[src/rtl/interval_capture.sv]
// Interval timer: samples the free-running cycle counter on START/STOP/LAP
// commands and queues 64-bit elapsed deltas in a small result FIFO.
module interval_capture #(
   parameter int DEPTH = 4
) (
   input  logic        clock,
   input  logic        reset,
   input  logic [63:0] counter,
   input  logic        ivalid,
   input  logic [1:0]  cmd,
   output logic        oready,
   output logic        ovalid,
   input  logic        iready,
   output logic [63:0] elapsed,
   output logic        running
);

   localparam int PW = (DEPTH > 1) ? $clog2(DEPTH) : 1;
   localparam int CW = $clog2(DEPTH + 1);

   localparam logic [PW-1:0] PTR_ONE   = PW'(1);
   localparam logic [CW-1:0] CNT_ONE   = CW'(1);
   localparam logic [CW-1:0] CNT_FULL  = CW'(DEPTH);

   typedef enum logic [1:0] {
      CMD_START = 2'd0,
      CMD_STOP  = 2'd1,
      CMD_LAP   = 2'd2,
      CMD_CLEAR = 2'd3
   } cmd_e;

   typedef enum logic {
      IDLE    = 1'b0,
      RUNNING = 1'b1
   } state_e;

   state_e        state;
   state_e        state_next;
   cmd_e          cmd_in;

   logic [63:0]   t0;
   logic [63:0]   delta;
   logic [63:0]   mem [DEPTH];
   logic [63:0]   last_head;
   logic [PW-1:0] wr_ptr;
   logic [PW-1:0] rd_ptr;
   logic [CW-1:0] count;

   logic          acc;
   logic          full;
   logic          empty;
   logic          do_push;
   logic          do_pop;
   logic          do_flush;
   logic          load_t0;

   assign cmd_in = cmd_e'(cmd);
   assign full   = (count == CNT_FULL);
   assign empty  = (count == '0);
   assign oready = !full;
   assign ovalid = !empty;
   assign acc    = ivalid & oready;
   assign delta  = counter - t0;
   // A CLEAR in the same cycle wins over the consumer's pop.
   assign do_pop = ovalid & iready & !do_flush;

   always_ff @(posedge clock) begin
      if (reset) begin
         state <= IDLE;
      end else begin
         state <= state_next;
      end
   end

   always_comb begin
      state_next = state;
      if (acc) begin
         unique case (state)
            IDLE: begin
               if (cmd_in == CMD_START) begin
                  state_next = RUNNING;
               end
            end
            RUNNING: begin
               if ((cmd_in == CMD_STOP) || (cmd_in == CMD_CLEAR)) begin
                  state_next = IDLE;
               end
            end
            default: state_next = IDLE;
         endcase
      end
   end

   always_comb begin
      running  = (state == RUNNING);
      do_push  = 1'b0;
      load_t0  = 1'b0;
      do_flush = 1'b0;
      if (acc) begin
         unique case (cmd_in)
            CMD_START: load_t0 = 1'b1;
            CMD_STOP:  do_push = running;
            CMD_LAP: begin
               do_push = running;
               load_t0 = running;
            end
            CMD_CLEAR: do_flush = 1'b1;
            default: begin
               do_push  = 1'b0;
               load_t0  = 1'b0;
               do_flush = 1'b0;
            end
         endcase
      end
   end

   always_ff @(posedge clock) begin
      if (reset) begin
         t0 <= '0;
      end else if (load_t0) begin
         t0 <= counter;
      end
   end

   always_ff @(posedge clock) begin
      if (do_push) begin
         mem[wr_ptr] <= delta;
      end
   end

   // last_head keeps elapsed steady once the FIFO drains to empty.
   always_ff @(posedge clock) begin
      if (reset) begin
         wr_ptr    <= '0;
         rd_ptr    <= '0;
         count     <= '0;
         last_head <= '0;
      end else if (do_flush) begin
         wr_ptr <= '0;
         rd_ptr <= '0;
         count  <= '0;
      end else begin
         if (do_push) begin
            wr_ptr <= wr_ptr + PTR_ONE;
         end
         if (do_pop) begin
            rd_ptr    <= rd_ptr + PTR_ONE;
            last_head <= mem[rd_ptr];
         end
         unique case ({do_push, do_pop})
            2'b10:   count <= count + CNT_ONE;
            2'b01:   count <= count - CNT_ONE;
            default: count <= count;
         endcase
      end
   end

   assign elapsed = empty ? last_head : mem[rd_ptr];

endmodule

[config.mk]
export PLATFORM = sky130hd
export DESIGN_NAME = interval_capture
export DESIGN_NICKNAME = d
export VERILOG_FILES = /design/src/rtl/interval_capture.sv
export SDC_FILE = /design/constraint.sdc
export NUM_CORES = 1
export LEC_CHECK = 0
export BUFFER_PORTS_ARGS = -buffer_cell sky130_fd_sc_hd__buf_2
export CAP_MARGIN = 40
export CORE_ASPECT_RATIO = 1.1
export CORE_MARGIN = 5
export CORE_UTILIZATION = 50
export DETAILED_ROUTE_END_ITERATION = 12
export PLACE_DENSITY_LB_ADDON = 0.05
export SLEW_MARGIN = 20
export SYNTH_ARGS = -nofsm -noshare
export SYNTH_HDL_FRONTEND = slang
export SYNTH_SLANG_ARGS = --single-unit
[constraint.sdc]
create_clock -name clock -period 7.5 [get_ports clock]
set_clock_uncertainty 0.15 [all_clocks]
set_input_delay 0.375 -clock clock [delete_from_list [all_inputs] [get_ports clock]]
set_output_delay 0.375 -clock clock [all_outputs]
set_load 0.05 [all_outputs]
==> out/qor.yml <==
hpwl_um: 30800
status: "finished clean"
totalPowerFinal_mw: 5.179
clkTransAtPathRegs_ps: 60
min-delay-path-class: "input port to flop"
die_w_um: 195.6
totalWireLength_um: 46250
grt_overflow: 0
dominantRegCellSynth: "edfxtp_1"
antenna_found_initial: 0
ys_warn_count: 0
die_h_um: 214.2
avgSynthCellArea_um2: 11.40
final_core_util: 0.5966
clock_path_buffers: 3
synthToLayoutAreaGrowth_pct: 17.46
cts_made_buffers: 42
synth_top_area_cell: "edfxtp_1"
hold_viol_final: 0
worst_ep_arrival_time_ps: 3810
grt_pass1_wl_um: 73950
drtPass1Iterations: 5
nNetsFinal: 1974
final_cell_count_no_fill: 2357
drive_above_1_share: 0.2056
grtUsageTotal: 0.2185
clock_latency_ps: 540
setup_viol: 0
pin_count: 137
row_count: 74
critPathKind: "input port to flop"
start_util: 0.5079
drc_errors: 0
cts-resized-gates: 0
synth_top_area_frac: 0.4057
finalCriticalPeriod_ps: 3670
synth_cell_types: 66
max_cap_violations: 0
grt_pass1_vias: 13310
synth_most_common_cell: "nand2_1"
path_max_fanout: 7
place_ws_ps: 3853
via_per_inst: 5.599
grt_start_max_net_pins: 67
synth.cell_area_um2: 18950
wl_per_cell_um: 19.62
synth_fp_nets: 1806
worst_hold_slack_ps: 202.0
startpoint_type: "input port"
rsz0062_at_grt: "false"
slew_violations: 0
gp_congestion: 0.8598
synthTopCellsByArea: "edfxtp_1 (41%), dfxtp_1 (15%), mux4_2 (7.6%)"
p_per_area_nw_per_um2: 232.7
required_ps: 7640
drt_iter0_markers: 800
htree_levels: 2
synth_seq_area_share: 0.5514
tns_ps: 0
cts_tree: "yes"
async_flop_share: 0
ir_worst_vdd_uv: 189.5
worst_slew_pin_slew_ps: 842.6
relSlewSlack: 0.4331
core-area_um2: 37310
min_period_over_period: 0.4894
ant_nets: 0
place_area_um2: 20100
fin_ws_ps: 3830
n_antenna_cell: 0
clock_sinks: 394
post_cts_buffers: 0
postSynthCellCount: 1662
dp_cells: 2214
synth_edf_count: 256
crit_path_end_kind: "flop"
ys_ff_latch: 394
r2r_slack_ps: 3960
stdcell_area_um2: 22260
num_vias: 13200
n_fill_cell: 3131
p_leak_nw: 7.910
clock.fmax_mhz: 272.5
die-area_um2: 41900
synth_common_cells: "nand2_1 (321), edfxtp_1 (256), a21oi_1 (206)"
cts_root_buffer: "clkbuf_16"
io_buffers: 136
[path summary, 6_finish.rpt]
| path | from | endpoint | cells past startpoint |
|---|---|---|---|
| max reg2reg | t0[10]$_SDFFE_PP0P_ | mem[3][59]$_DFFE_PP_ | 11 |
| min reg2reg | last_head[56]$_SDFFE_PP0P_ | last_head[56]$_SDFFE_PP0P_ | 2 |
| max | counter[10] | mem[3][59]$_DFFE_PP_ | 12 |
| min | iready | last_head[0]$_SDFFE_PP0P_ | 5 |
[registers in the layout, indices dropped and copies added (netlist names), named ones only]
register and flops:
running 1, mem 256, last_head 64, count 3, wr_ptr 2, t0 64
rd_ptr 2
[critical path: stages]
cell           delay (ps)
dlygate4sd3_1         540
buf_2                 130
ha_1                  380
a21o_1                220
a31oi_1               220
o2bb2ai_1             140
o31a_2                400
o2111ai_2             300
a31oi_2               190
nor2_1                370
o221ai_2              170
xnor2_1               380
[report_power, final]
| group | internal, mW | switching (mW) |
|---|---|---|
| clock network | 1.33 | 0.855 |
| logic | 0.209 | 0.383 |
| registers | 2.39 | 0.0107 |
| total | 3.93 | 1.25 |
[final cells by class]
| type | instances | area, um2 | area share |
|---|---|---|---|
| clock buffer | 53 | 1184 | 0.05317 |
| clock inverter | 24 | 291.5 | 0.01310 |
| inverter | 92 | 345.3 | 0.01551 |
| multi-input combinational | 1081 | 7782 | 0.3496 |
| sequential | 394 | 10460 | 0.4697 |
| tap | 494 | 618.1 | 0.02777 |
| timing repair buffer | 219 | 1584 | 0.07116 |
[kinds of logic after synthesis]
kind of cell | share of synthesized area
AOI/OAI and AO/OA | 0.1105
adders and majority gates | 0.04965
xor gates and xnor gates | 0.03050
muxes | 0.1151
and+or+nand+nor | 0.1037
DFF | 0.5514
buffers and inverters | 0.03902
[cell usage in the layout, fill, tap and decap left out, types with 27 or more instances in the layout]
cell	n
a21o_1	32
a21oi_1	206
buf_2	135
clkbuf_16	43
dfxtp_1	136
dlygate4sd3_1	64
edfxtp_1	256
ha_1	72
inv_1	91
mux2_2	64
mux4_2	64
nand2_1	321
nor2_1	41
o21ai_0	27
xnor2_1	31
xor2_1	35
[routing by layer]
metal	vias up	GRT usage	wire length, um
li1	6308	-	-
met1	6513	0.3065	20970
met2	311	0.3596	22150
met3	66	0.03347	2188
met4	0	0.05447	945
met5	-	0	0
[timing repair]
item | CTS | global route
hold buffers | 64 | 0
hold endpoints to repair | 64 | 0
setup endpoints to repair | 0 | 0
Power figures use the tool's default switching activity.
